$ cat src/rtl/uart_tx_scheduler_pkg.sv
// Shared definitions for the UART transmit scheduler: FSM encoding and parameter defaults.
package uart_tx_scheduler_pkg;

    typedef enum logic [1:0] {
        ST_IDLE  = 2'd0,
        ST_ISSUE = 2'd1,
        ST_WAIT  = 2'd2,
        ST_ACK   = 2'd3
    } state_e;

    localparam logic [7:0] HDR_BASE_DEF   = 8'hA0;
    localparam int         WORD_BYTES_DEF = 32;

endpackage

$ cat src/rtl/uart_tx_scheduler_rr_arbiter.sv
// Round-robin arbiter: lowest requesting index at or above the pointer wins, else the lowest overall.
module rr_arbiter #(
    parameter int NUM_REQ = 2,
    parameter int IDX_W   = 1
) (
    input  logic [NUM_REQ-1:0] req_i,
    input  logic [IDX_W-1:0]   ptr_i,
    output logic [NUM_REQ-1:0] grant_o,
    output logic [IDX_W-1:0]   idx_o,
    output logic               valid_o
);

    logic             hi_vld_s;
    logic [IDX_W-1:0] hi_idx_s;
    logic [IDX_W-1:0] lo_idx_s;

    // Descending scan so the last hit is the lowest qualifying index.
    always_comb begin
        hi_vld_s = 1'b0;
        hi_idx_s = '0;
        lo_idx_s = '0;
        for (int i = NUM_REQ - 1; i >= 0; i--) begin
            lo_idx_s = req_i[i] ? IDX_W'(i) : lo_idx_s;
            hi_idx_s = (req_i[i] && (IDX_W'(i) >= ptr_i)) ? IDX_W'(i) : hi_idx_s;
            hi_vld_s = hi_vld_s | (req_i[i] && (IDX_W'(i) >= ptr_i));
        end
    end

    always_comb begin
        valid_o = |req_i;
        idx_o   = hi_vld_s ? hi_idx_s : lo_idx_s;
        grant_o = '0;
        for (int i = 0; i < NUM_REQ; i++) begin
            grant_o[i] = valid_o && (idx_o == IDX_W'(i));
        end
    end

endmodule

$ cat src/rtl/uart_tx_scheduler.sv
// Serialises requester words into header/data byte frames for a shared UART transmitter.
// Define TX_CHECKSUM_EN to append an XOR checksum byte to every frame.
module uart_tx_scheduler
    import uart_tx_scheduler_pkg::*;
#(
    parameter int         NUM_REQ    = 2,
    parameter int         WORD_BYTES = WORD_BYTES_DEF,
    parameter logic [7:0] HDR_BASE   = HDR_BASE_DEF
) (
    input  logic                            clock,
    input  logic                            reset,
    input  logic [NUM_REQ-1:0]              req,
    input  logic [NUM_REQ*WORD_BYTES*8-1:0] data,
    output logic [NUM_REQ-1:0]              ack,
    output logic                            busy,
    output logic                            tx_avail,
    output logic [7:0]                      tx_byte,
    input  logic                            tx_active,
    input  logic                            tx_done
);

    localparam int IDX_W  = (NUM_REQ > 1) ? $clog2(NUM_REQ) : 1;
    localparam int BI_W   = $clog2(WORD_BYTES + 2);
    localparam int WORD_W = WORD_BYTES * 8;
`ifdef TX_CHECKSUM_EN
    localparam int FRAME_LEN = WORD_BYTES + 2;
`else
    localparam int FRAME_LEN = WORD_BYTES + 1;
`endif
    localparam logic [BI_W-1:0] LAST_IDX = BI_W'(FRAME_LEN - 1);

    state_e              state_q, state_d;
    logic [IDX_W-1:0]    ptr_q, ptr_d;
    logic [IDX_W-1:0]    gidx_q, gidx_d;
    logic [WORD_W-1:0]   snap_q, snap_d;
    logic [BI_W-1:0]     bidx_q, bidx_d;
    logic                tx_avail_q, tx_avail_d;
    logic [7:0]          tx_byte_q, tx_byte_d;
    logic [NUM_REQ-1:0]  ack_q, ack_d;

    logic [NUM_REQ-1:0]  arb_grant_s;
    logic [IDX_W-1:0]    arb_idx_s;
    logic                arb_valid_s;
    logic [WORD_W-1:0]   data_sel_s;
    logic [NUM_REQ-1:0]  gidx_oh_s;
    logic [7:0]          frame_byte_s;
    logic [7:0]          tail_byte_s;
    logic                issue_fire_s;

    rr_arbiter #(
        .NUM_REQ (NUM_REQ),
        .IDX_W   (IDX_W)
    ) u_arb (
        .req_i   (req),
        .ptr_i   (ptr_q),
        .grant_o (arb_grant_s),
        .idx_o   (arb_idx_s),
        .valid_o (arb_valid_s)
    );

    assign issue_fire_s = (state_q == ST_ISSUE) && !tx_active;

`ifdef TX_CHECKSUM_EN
    logic [7:0] csum_q, csum_d;

    // Running XOR of every byte issued so far in the frame.
    always_comb begin
        csum_d = issue_fire_s ? (csum_q ^ frame_byte_s) : csum_q;
        csum_d = (state_q == ST_IDLE) ? 8'h00 : csum_d;
    end

    always_ff @(posedge clock) begin
        if (reset) begin
            csum_q <= 8'h00;
        end else begin
            csum_q <= csum_d;
        end
    end

    assign tail_byte_s = csum_q;
`else
    assign tail_byte_s = 8'h00;
`endif

    always_comb begin
        data_sel_s = '0;
        gidx_oh_s  = '0;
        for (int i = 0; i < NUM_REQ; i++) begin
            data_sel_s   = arb_grant_s[i] ? data[i*WORD_W +: WORD_W] : data_sel_s;
            gidx_oh_s[i] = (gidx_q == IDX_W'(i));
        end
    end

    // Frame byte at the current index: header, data LSB-first, then tail (checksum).
    always_comb begin
        frame_byte_s = tail_byte_s;
        for (int k = 0; k < WORD_BYTES; k++) begin
            frame_byte_s = (bidx_q == BI_W'(k + 1)) ? snap_q[k*8 +: 8] : frame_byte_s;
        end
        frame_byte_s = (bidx_q == '0) ? (HDR_BASE | 8'(gidx_q)) : frame_byte_s;
    end

    always_comb begin
        state_d    = state_q;
        ptr_d      = ptr_q;
        gidx_d     = gidx_q;
        snap_d     = snap_q;
        bidx_d     = bidx_q;
        tx_byte_d  = tx_byte_q;
        tx_avail_d = 1'b0;
        ack_d      = '0;
        case (state_q)
            ST_IDLE: begin
                if (arb_valid_s) begin
                    gidx_d  = arb_idx_s;
                    snap_d  = data_sel_s;
                    bidx_d  = '0;
                    state_d = ST_ISSUE;
                end else begin
                    state_d = ST_IDLE;
                end
            end
            ST_ISSUE: begin
                if (issue_fire_s) begin
                    tx_byte_d  = frame_byte_s;
                    tx_avail_d = 1'b1;
                    state_d    = ST_WAIT;
                end else begin
                    state_d = ST_ISSUE;
                end
            end
            ST_WAIT: begin
                if (tx_done && (bidx_q == LAST_IDX)) begin
                    ack_d   = gidx_oh_s;
                    state_d = ST_ACK;
                end else if (tx_done) begin
                    bidx_d  = bidx_q + BI_W'(1);
                    state_d = ST_ISSUE;
                end else begin
                    state_d = ST_WAIT;
                end
            end
            ST_ACK: begin
                ptr_d   = (gidx_q == IDX_W'(NUM_REQ - 1)) ? '0 : (gidx_q + IDX_W'(1));
                state_d = ST_IDLE;
            end
            default: begin
                state_d = ST_IDLE;
            end
        endcase
    end

    always_ff @(posedge clock) begin
        if (reset) begin
            state_q    <= ST_IDLE;
            ptr_q      <= '0;
            gidx_q     <= '0;
            snap_q     <= '0;
            bidx_q     <= '0;
            tx_avail_q <= 1'b0;
            tx_byte_q  <= 8'h00;
            ack_q      <= '0;
        end else begin
            state_q    <= state_d;
            ptr_q      <= ptr_d;
            gidx_q     <= gidx_d;
            snap_q     <= snap_d;
            bidx_q     <= bidx_d;
            tx_avail_q <= tx_avail_d;
            tx_byte_q  <= tx_byte_d;
            ack_q      <= ack_d;
        end
    end

    assign busy     = (state_q != ST_IDLE);
    assign tx_avail = tx_avail_q;
    assign tx_byte  = tx_byte_q;
    assign ack      = ack_q;

endmodule
$ cat config.mk
export PLATFORM = sky130hd
export DESIGN_NAME = uart_tx_scheduler
export DESIGN_NICKNAME = d
export VERILOG_FILES = /design/src/rtl/uart_tx_scheduler_pkg.sv /design/src/rtl/uart_tx_scheduler_rr_arbiter.sv /design/src/rtl/uart_tx_scheduler.sv
export SDC_FILE = /design/constraint.sdc
export NUM_CORES = 1
export LEC_CHECK = 0
export ABC_AREA = 1
export BUFFER_PORTS_ARGS = -buffer_cell sky130_fd_sc_hd__clkbuf_2
export CAP_MARGIN = 20
export CELL_PAD_IN_SITES_DETAIL_PLACEMENT = 1
export CELL_PAD_IN_SITES_GLOBAL_PLACEMENT = 1
export CORE_AREA = 2 2 206 208
export CTS_CLUSTER_SIZE = 40
export DETAILED_ROUTE_END_ITERATION = 16
export DIE_AREA = 0 0 208 210
export HOLD_SLACK_MARGIN = 0.1
export PLACE_DENSITY_LB_ADDON = 0.3
export RECOVER_POWER = 100
export SLEW_MARGIN = 20
export SYNTH_ARGS = -nofsm -noshare
export SYNTH_HDL_FRONTEND = slang
export SYNTH_HIERARCHICAL = 1
export SYNTH_SLANG_ARGS = --single-unit
$ cat constraint.sdc
create_clock -name clock -period 4.9 [get_ports clock]
set_input_delay 0.98 -clock clock [delete_from_list [all_inputs] [get_ports clock]]
set_output_delay 0.98 -clock clock [all_outputs]
set_load 0.005 [all_outputs]
==> results of run 1 <==
==> sequential cells by signal, indices dropped and copies added (netlist names) <==
name and count:
tx_avail 1, state_q 2, gidx_q 1, ptr_q 1, tx_byte 8, snap_q 256
ack 2, bidx_q 6
==> logic make-up after synthesis <==
group	count (synthesis)
AOI/OAI and AO/OA	914
xor gates and xnor gates	1
adders and majority gates	4
buffers and inverters	293
DFF	277
and+or+nand+nor	526
==> cells in the final DEF (no fill, tap or decap), types with 5 or more instances in the layout <==
cell type | netlist | routed
a22oi_1 | 255 | 255
clkbuf_1 | 149 | 17
a21oi_1 | 336 | 335
nor2_1 | 89 | 86
nand4_1 | 5 | 5
clkinv_2 | 0 | 5
clkbuf_16 | 0 | 31
inv_2 | 5 | 5
nand3_1 | 37 | 37
nand2_1 | 352 | 352
inv_1 | 118 | 118
or2_2 | 20 | 20
dfxtp_1 | 277 | 277
o21ai_1 | 10 | 7
clkbuf_2 | 0 | 517
clkbuf_8 | 0 | 9
o21ai_0 | 292 | 295
nor2_4 | 7 | 8
o211ai_1 | 6 | 6
buf_4 | 2 | 11
==> tightest hold or removal path, stage by stage (launching register included) <==
cell	delay, ps
dfxtp_1	310
nand2_1	60
a21oi_1	60
==> worst max-delay path by stage <==
stage | start | endpoint | slack, ps | depth (start not counted)
after floorplan | bidx_q[0]$_SDFFE_PP0P_ | tx_byte[1]$_SDFFE_PP0P_ | 2050 | 39
after global placement | bidx_q[0]$_SDFFE_PP0P_ | tx_byte[7]$_SDFFE_PP0P_ | 970 | 33
after detailed placement | bidx_q[0]$_SDFFE_PP0P_ | tx_byte[7]$_SDFFE_PP0P_ | 930 | 33
after CTS | bidx_q[0]$_SDFFE_PP0P_ | tx_byte[7]$_SDFFE_PP0P_ | 890 | 33
after global routing | reset | snap_q[39]$_SDFFE_PP0P_ | 230 | 5
final | reset | snap_q[39]$_SDFFE_PP0P_ | 500 | 5
==> final cells by class <==
class                   count  area (µm²)  share of cell area (%)
multi-input cells        1445        7590                    41.9
flip-flops and latches    277        5550                    30.6
repair buffers            546        2810                    15.5
clock buffers              45         918                    5.07
well taps                 539         674                    3.72
inverters                 129         498                    2.75
clock inverters             9        81.3                   0.449
==> per-stage QoR <==
step           instance area, µm²  hold slack, ps  instances
3_3_place_gp                17100             455       2936
5_1_grt                     18100             496       2990
2_1_floorplan               14300             445       2015
6_report                    18100             473       2990
3_5_place_dp                17100             470       2936
4_1_cts                     18100             479       2990
==> layer usage <==
layer | vias up | global-route usage, %
li1 | 7877 | -
met1 | 7374 | 31.2
met2 | 388 | 41.4
met3 | 83 | 2.83
met4 | 0 | 7.09
met5 | - | 0
==> report_power, final <==
part	switching, mW	internal (mW)	total [mW]
registers	0.170	2.52	2.69
clock network	0.957	1.34	2.30
logic	0.672	0.430	1.10
total	1.80	4.29	6.09
==> impl_metrics.py, run 1 <==
metrics = {
    "setup_path": {
        "worst_ep_required_time_ps": 5330,
        "crit_fanout": 133,
        "rr_worst_depth": 33,
        "reg2reg_setup_slack_ps": 840,
        "crit_path_end_kind": "register",
        "worst_ep_arrival_time_ps": 4830,
        "r2r-start": "bidx_q[0]$_SDFFE_PP0P_",
        "crit_buf_inv": 3,
        "crit_path_top_delay_cell": "clkinvlp_4",
        "max_stage_delay_ps": 1900,
        "timing.rr.end": "tx_byte[7]$_SDFFE_PP0P_",
        "cpLargestDelayFamily": "buffers and inverters",
        "setup.worst_path.class": "input pin to register",
        "start_kind": "input pin",
        "path_cells": "clkbuf_1 -> clkinvlp_4 -> buf_12 -> o21ai_0 -> a21oi_1",
    },
    "layout": {
        "fin_nets": 2951,
        "post-route-util_pct": 43.7,
        "drive_above_1_share_pct": 25.8,
        "n_fill_cell": 5458,
        "diodes": 0,
        "syn_to_final_growth_pct": 27.1,
    },
    "power": {
        "powerDensity_nw_per_um2": 336,
        "power_mw": 6.09,
        "p_leak_nw": 8.25,
        "peakVddDrop_mv": 0.187,
    },
    "synthesis": {
        "syn-num-nets": 2537,
        "yosys.area_share.xor_xnor_pct": 0.0614,
        "synth_compound_gate_area_share_pct": 37.0,
        "synth.most_common_cell": "nand2_1",
        "synth_area_um2": 14300,
        "synth.avg_cell_area_um2": 7.08,
        "yosys.area_share.simple_pct": 15.7,
        "synth-seq-cells": 277,
        "synthArstFlopShare_pct": 0,
        "ys.flop_type": "dfxtp_1",
        "synth_commonest_cells": "nand2_1, a21oi_1, o21ai_0",
        "synth_edf_count": 0,
        "synth_area_leaders": "dfxtp_1, a22oi_1, a21oi_1",
        "synth_cell_type_count": 40,
        "synth_top_family_by_area": "compound AO/OA/AOI/OAI gates",
        "synth_top_area_share_pct": 38.9,
        "synthAdderAreaFrac_pct": 0.351,
        "synthCells": 2015,
        "synthMuxAreaShare_pct": 0,
        "yosysWarnings": 6,
        "ys_seq_area_share_pct": 38.9,
        "synth_top_cell_by_area": "dfxtp_1",
    },
    "flow_run": {
        "maxCapViolCount": 2,
    },
    "timing": {
        "finalWorstSetupSlack_ps": 497,
        "worst_slew_pin_slew_ps": 2530,
        "setup_viol": 0,
        "fin_crit_ps": 4400,
        "period_share_pct": 89.9,
        "fin_skew_ps": 10.9,
        "grt_setup_unrepaired": "false",
        "drv_slew": 264,
        "timing.setup.tns_ps": 0,
        "fmax_ghz": 0.227,
        "relSlewSlack_pct": -68.5,
        "hold_viol_final": 0,
    },
    "detailed_routing": {
        "routed_wl_um": 55300,
        "antenna_left": 0,
        "avgRoutedWirePerCell_um": 18.5,
        "highest_layer": "met4",
        "routed-wl-met3_um": 2200,
        "drtIter0Drc": 906,
        "drc_errors": 0,
        "num_vias": 15700,
        "via_per_inst": 5.26,
        "wl_met2_um": 26500,
        "first_pass_iters": 7,
        "met1_length_um": 24900,
    },
    "placed_design": {
        "hpwl_um": 41500,
        "place.gp.congestion": 0.836,
        "portBuffers": 529,
        "pre_cts_ws_ps": 929,
    },
    "die": {
        "die_w_um": 208,
        "core.rowCount": 75,
        "dieArea_um2": 43700,
        "chipHeight_um": 210,
        "ioPinCount": 530,
        "initial_core_util_pct": 34.4,
        "core-area_um2": 41500,
    },
    "cts": {
        "cts_tree": "built",
        "clock-sinks": 277,
        "ctsHoldBuffers": 0,
        "post_cts_buffers": 0,
        "cts_buffer_depth": 3,
        "htreeDepth": 1,
        "cts_buffers": 30,
        "postCtsResizedCells": 0,
        "clk_latency_ps": 570,
        "clk_pin_slew_ps": 60,
        "cts_root_buffer": "clkbuf_16",
    },
    "global_route": {
        "track_usage_pct": 23.9,
        "grt-ovfl-total": 0,
        "first_global_vias": 15800,
        "grt_max_degree": 145,
        "antenna_found_initial": 0,
        "grt_first_pass_wirelength_um": 84800,
    },
    "min_path": {
        "hold_depth": 2,
        "hp-start": "tx_byte[2]$_SDFFE_PP0P_",
        "holdPathEnd": "tx_byte[2]$_SDFFE_PP0P_",
        "min_path_type": "register to register",
    },
    "status": {
        "violations": "max-capacitance violations, max-slew violations",
        "status": "finished with violations",
    },
}
No activity file was read; power rests on OpenSTA's default activity.
==> run 2, diff against run 1 <==
- ABC_AREA: 1 -> default
==> impl_metrics.py, run 2 <==
metrics = {
    "power": {
        "powerDensity_nw_per_um2": 344,
        "p_clk_share_pct": 38.5,
        "p_sw_mw": 1.87,
        "switching_share_pct": 29.7,
        "peakVddDrop_mv": 0.197,
        "p_leak_nw": 7.39,
        "p_int_mw": 4.44,
        "p_seq_share_pct": 43.1,
        "pwr-share-comb_pct": 18.4,
        "power_mw": 6.31,
    },
    "setup_path": {
        "reg2reg_setup_slack_ps": 880,
        "crit_path_end_kind": "register",
        "timing.rr.end": "bidx_q[5]$_SDFFE_PP0P_",
        "worst_ep_required_time_ps": 5320,
        "r2r-start": "bidx_q[0]$_SDFFE_PP0P_",
        "setup.worst_path.class": "input pin to register",
        "worst_ep_arrival_time_ps": 4540,
        "crit_fanout": 257,
        "start_kind": "input pin",
        "rr_worst_depth": 8,
    },
    "die": {
        "chipHeight_um": 210,
        "core-area_um2": 41500,
        "core.rowCount": 75,
        "die_w_um": 208,
        "dieArea_um2": 43700,
        "ioPinCount": 530,
        "initial_core_util_pct": 35.4,
    },
    "detailed_routing": {
        "avgRoutedWirePerCell_um": 23.0,
        "via_per_inst": 5.98,
        "num_vias": 16700,
        "first_pass_iters": 5,
        "antenna_left": 0,
        "routed_wl_um": 64300,
        "drtIter0Drc": 1361,
        "drc_errors": 0,
    },
    "synthesis": {
        "yosys.area_share.xor_xnor_pct": 0.239,
        "synth_area_leaders": "dfxtp_1, a221oi_1, nor3_1",
        "synth_area_um2": 14700,
        "synthCells": 1871,
        "yosysWarnings": 6,
        "synth_top_family_by_area": "compound AO/OA/AOI/OAI gates",
        "synthMuxAreaShare_pct": 0.136,
        "synth_compound_gate_area_share_pct": 28.5,
        "synthArstFlopShare_pct": 0,
        "synth_top_cell_by_area": "dfxtp_1",
        "synth-seq-cells": 277,
        "synth_top_area_share_pct": 37.8,
        "synth.most_common_cell": "nor2_1",
        "yosys.area_share.simple_pct": 26.5,
        "synth_edf_count": 0,
        "ys.flop_type": "dfxtp_1",
        "synth_cell_type_count": 79,
        "ys_seq_area_share_pct": 37.8,
        "synth_commonest_cells": "nor2_1, dfxtp_1, nor3_1",
        "synthAdderAreaFrac_pct": 0.341,
        "syn-num-nets": 2393,
        "synth.avg_cell_area_um2": 7.84,
    },
    "timing": {
        "fin_skew_ps": 17.0,
        "drv_slew": 419,
        "worst_slew_pin_slew_ps": 3040,
        "grt_setup_unrepaired": "false",
        "finalWorstSetupSlack_ps": 787,
        "period_share_pct": 83.9,
        "fin_crit_ps": 4110,
        "relSlewSlack_pct": -103,
        "timing.setup.tns_ps": 0,
        "fmax_ghz": 0.243,
        "setup_viol": 0,
        "hold_viol_final": 0,
    },
    "cts": {
        "cts_root_buffer": "clkbuf_16",
        "post_cts_buffers": 0,
        "cts_buffers": 34,
        "clk_latency_ps": 520,
        "cts_tree": "built",
        "htreeDepth": 2,
        "postCtsResizedCells": 0,
        "clk_pin_slew_ps": 60,
        "cts_buffer_depth": 3,
        "ctsHoldBuffers": 0,
        "clock-sinks": 277,
    },
    "layout": {
        "largest_reg_flops": 256,
        "syn_to_final_growth_pct": 25.2,
        "layout_commonest_cell": "clkbuf_2",
        "regMostFlops": "snap_q",
        "layout_common_cells": "clkbuf_2, nor2_1, dfxtp_1, nor3_1, a221oi_1",
        "diodes": 0,
        "fin_nets": 2758,
        "drive_above_1_share_pct": 26.8,
        "final_area_um2": 18400,
        "finalNonFillerCells": 2797,
        "n_fill_cell": 5144,
    },
    "placed_design": {
        "hpwl_um": 47600,
        "dp.cells": 2739,
        "pre_cts_ws_ps": 1510,
        "place.gp.congestion": 0.921,
        "dpl_cell_area_um2": 17400,
        "portBuffers": 529,
    },
    "min_path": {
        "min_path_type": "register to register",
        "hold_depth": 2,
        "hp-start": "snap_q[23]$_SDFFE_PP0P_",
        "holdPathEnd": "snap_q[23]$_SDFFE_PP0P_",
    },
    "status": {
        "violations": "max-capacitance violations, max-slew violations",
        "status": "finished with violations",
    },
    "global_route": {
        "track_usage_pct": 28.0,
        "antenna_found_initial": 0,
        "first_global_vias": 16600,
        "grt_max_degree": 258,
        "grt_first_pass_wirelength_um": 96400,
        "grt-ovfl-total": 0,
    },
    "flow_run": {
        "maxCapViolCount": 2,
    },
}
[run 2: cell types whose count changed after synthesis, moves of 19 or more]
cell	previous run	this run
nand2_1	352	94
o21ai_0	292	56
a22oi_1	255	7
nor3_1	4	268
buf_2	6	26
nand3_1	37	18
nor2_1	89	297
inv_1	118	23
nor2b_1	0	22
a211oi_1	3	29
a21oi_1	336	67
a221oi_1	1	265
[run 2: kinds of logic (layout without fill, tap and decap cells)]
family | Yosys count | count (layout)
and+or+nand+nor | 807 | 807
adders and majority gates | 4 | 4
buffers and inverters | 235 | 622
DFF | 277 | 277
xor gates and xnor gates | 4 | 4
AOI/OAI and AO/OA | 542 | 542
muxes | 2 | 2
[run 2: power by group through the flow]
| stage | Combinational (mW) | Clock (mW) | Sequential (mW) |
|---|---|---|---|
| finish | 1.16 | 2.43 | 2.72 |
| global route | 1.30 | 2.56 | 2.74 |
| CTS | 1.16 | 2.47 | 2.71 |
| detailed placement | 1.15 | 0 | 2.76 |
| global placement | 1.12 | 0 | 2.76 |
| floorplan | 0.712 | 0 | 2.64 |
[run 2: critical path: stages]
cell,delay (ps)
clkbuf_1,160
a21boi_4,240
clkbuf_4,1710
a221oi_1,620
nor3_1,290
[run 2: routing by layer]
| layer | GRT usage (%) | vias up | share of wire, % |
|---|---|---|---|
| li1 | - | 7875 | - |
| met1 | 36.0 | 8070 | 42 |
| met2 | 47.5 | 668 | 48 |
| met3 | 5.66 | 104 | 7.4 |
| met4 | 8.09 | 0 | 2.6 |
| met5 | 0 | - | 0 |
[run 2: final cells by class]
class	instances	area, µm²	area share (%)
Clock buffer	51	1030	5.60
Clock inverter	7	45.0	0.245
Inverter	23	86.3	0.470
Multi-Input combinational cell	1359	8220	44.7
Sequential cell	277	5550	30.2
Tap cell	539	674	3.67
Timing Repair Buffer	541	2770	15.1
[run 2: worst max-delay path by stage]
stage | start | end | cells past startpoint
2_1_floorplan | req[1] | snap_q[116]$_SDFFE_PP0P_ | 7
3_5_place_dp | bidx_q[0]$_SDFFE_PP0P_ | tx_byte[0]$_SDFFE_PP0P_ | 9
6_report | req[1] | snap_q[151]$_SDFFE_PP0P_ | 5
3_3_place_gp | bidx_q[4]$_SDFFE_PP0P_ | tx_byte[1]$_SDFFE_PP0P_ | 6
5_1_grt | req[1] | snap_q[73]$_SDFFE_PP0P_ | 6
4_1_cts | bidx_q[0]$_SDFFE_PP0P_ | tx_byte[0]$_SDFFE_PP0P_ | 9
[run 2: stage by stage]
step	hold WS [ps]	utilization, %
final	493	44.3
after global routing	515	44.3
after CTS	491	44.4
after detailed placement	481	41.8
after global placement	482	41.8
after floorplan	440	-
==> run 3, diff against run 2 <==
- CORE_AREA: 2 2 206 208 -> default
- CORE_UTILIZATION: default -> 36
- DIE_AREA: 0 0 208 210 -> default
- clock period: 4.9 -> 4.23 ns (I/O delays scaled with it)
==> impl_metrics.py, run 3 (synthesized netlist as in run 2, its figures left out) <==
metrics = {
    "status": {
        "status": "finished with violations",
        "violations": "max-capacitance violations, max-slew violations",
    },
    "placed_design": {
        "dp.cells": 2735,
        "portBuffers": 529,
        "hpwl_um": 47800,
        "place.gp.congestion": 0.937,
    },
    "min_path": {
        "min_path_type": "register to register",
    },
    "power": {
        "powerDensity_nw_per_um2": 385,
        "power_mw": 7.06,
        "peakVddDrop_mv": 0.228,
        "p_leak_nw": 7.39,
    },
    "detailed_routing": {
        "routed_wl_um": 63600,
        "drtIter0Drc": 1502,
        "met1_length_um": 28300,
        "num_vias": 16600,
        "avgRoutedWirePerCell_um": 22.8,
        "drc_errors": 0,
        "wl_met2_um": 30600,
        "highest_layer": "met4",
        "first_pass_iters": 7,
        "antenna_left": 0,
        "via_per_inst": 5.95,
        "routed-wl-met3_um": 3610,
    },
    "cts": {
        "postCtsResizedCells": 0,
        "clock-sinks": 277,
        "htreeDepth": 1,
        "clk_pin_slew_ps": 70,
        "ctsHoldBuffers": 0,
        "post_cts_buffers": 0,
        "cts_root_buffer": "clkbuf_16",
        "cts_buffers": 30,
        "cts_buffer_depth": 3,
        "cts_tree": "built",
        "clk_latency_ps": 570,
    },
    "timing": {
        "grt_setup_unrepaired": "false",
        "fin_crit_ps": 3630,
        "relSlewSlack_pct": -24.6,
        "timing.setup.tns_ps": 0,
        "drv_slew": 94,
        "fin_skew_ps": 27.9,
        "fmax_ghz": 0.276,
        "worst_slew_pin_slew_ps": 1870,
        "period_share_pct": 85.8,
        "setup_viol": 0,
        "hold_viol_final": 0,
    },
    "setup_path": {
        "cpLargestDelayFamily": "compound AO/OA/AOI/OAI gates",
        "worst_ep_required_time_ps": 4630,
        "max_stage_delay_ps": 880,
        "crit_path_top_delay_cell": "ha_1",
        "start_kind": "register",
        "worst_ep_arrival_time_ps": 4030,
        "crit_fanout": 24,
        "crit_path_end_kind": "register",
        "crit_buf_inv": 2,
        "path_cells": "inv_1 -> ha_1 -> inv_1 -> o311a_1 -> a211oi_1 -> a21oi_1 -> o22ai_1 -> a22oi_1",
        "worst_path_most_repeated_cell": "inv_1",
        "setup.worst_path.class": "register to register",
    },
    "layout": {
        "fin_nets": 2764,
        "regMostFlops": "snap_q",
        "layout_commonest_cell": "clkbuf_2",
        "layout_common_cells": "clkbuf_2, nor2_1, dfxtp_1, nor3_1, a221oi_1",
        "syn_to_final_growth_pct": 24.9,
        "largest_reg_flops": 256,
        "diodes": 0,
        "n_fill_cell": 4960,
        "register_area_um2": 5550,
        "multiInputGateArea_um2": 8210,
        "finalNonFillerCells": 2789,
        "drive_above_1_share_pct": 26.9,
    },
    "global_route": {
        "grt-ovfl-total": 0,
        "track_usage_pct": 29.6,
        "grt_first_pass_wirelength_um": 96500,
        "antenna_found_initial": 0,
        "first_global_vias": 16400,
        "grt_max_degree": 256,
    },
    "die": {
        "initial_core_util_pct": 36.7,
        "ioPinCount": 530,
        "core.rowCount": 73,
        "core-area_um2": 40000,
        "dieArea_um2": 41600,
        "chipHeight_um": 204,
        "die_w_um": 204,
    },
    "flow_run": {
        "maxCapViolCount": 1,
    },
}
run 3: changes by cell type in the layout (fill, tap and decap cells not counted), sizes merged:
cell / before / now
clkinv: 5 / 7
inv: 24 / 25
buf: 12 / 22
bufinv: 0 / 1
clkbuf: 580 / 572
run 3: final timing paths:
kind / startpoint / to / slack [ps] / depth (start not counted)
worst max-delay path: bidx_q[0]$_SDFFE_PP0P_ / tx_byte[4]$_SDFFE_PP0P_ / 600 / 8
worst min-delay path: snap_q[40]$_SDFFE_PP0P_ / snap_q[40]$_SDFFE_PP0P_ / 470 / 2
worst max register to register: bidx_q[0]$_SDFFE_PP0P_ / tx_byte[4]$_SDFFE_PP0P_ / 600 / 8
worst min register to register: snap_q[40]$_SDFFE_PP0P_ / snap_q[40]$_SDFFE_PP0P_ / 470 / 2
run 3: worst min-delay path: stages (launching register included):
cell	delay, ps
dfxtp_1	300
inv_1	60
a211oi_1	60
run 3: final cells by class:
class / instances / share of cell area [%]
multi-input cells: 1359 / 44.8
flip-flops and latches: 277 / 30.3
repair buffers: 551 / 15.7
clock buffers: 43 / 4.70
well taps: 525 / 3.58
clock inverters: 11 / 0.491
inverters: 23 / 0.471
run 3: power by group:
group	switching (mW)	leakage, nW	internal [mW]
Clock	1.09	0.471	1.47
Combinational	0.784	4.63	0.558
Sequential	0.254	2.29	2.89
Total	2.13	7.39	4.92
run 3: per-layer routing:
metal,GRT usage (%),vias to the layer above
met2,50.8,562
met4,5.56,0
met3,3.25,70
li1,-,7901
met5,0,-
met1,40.1,8062
run 3: stage by stage:
stage	utilization [%]	cell area, µm²	setup slack [ps]	hold WS, ps
after floorplan	-	14700	2040	440
after global placement	43.5	17400	1160	465
after detailed placement	43.5	17400	1040	463
after CTS	45.9	18400	1060	474
after global routing	45.8	18300	424	510
final	45.8	18300	600	474
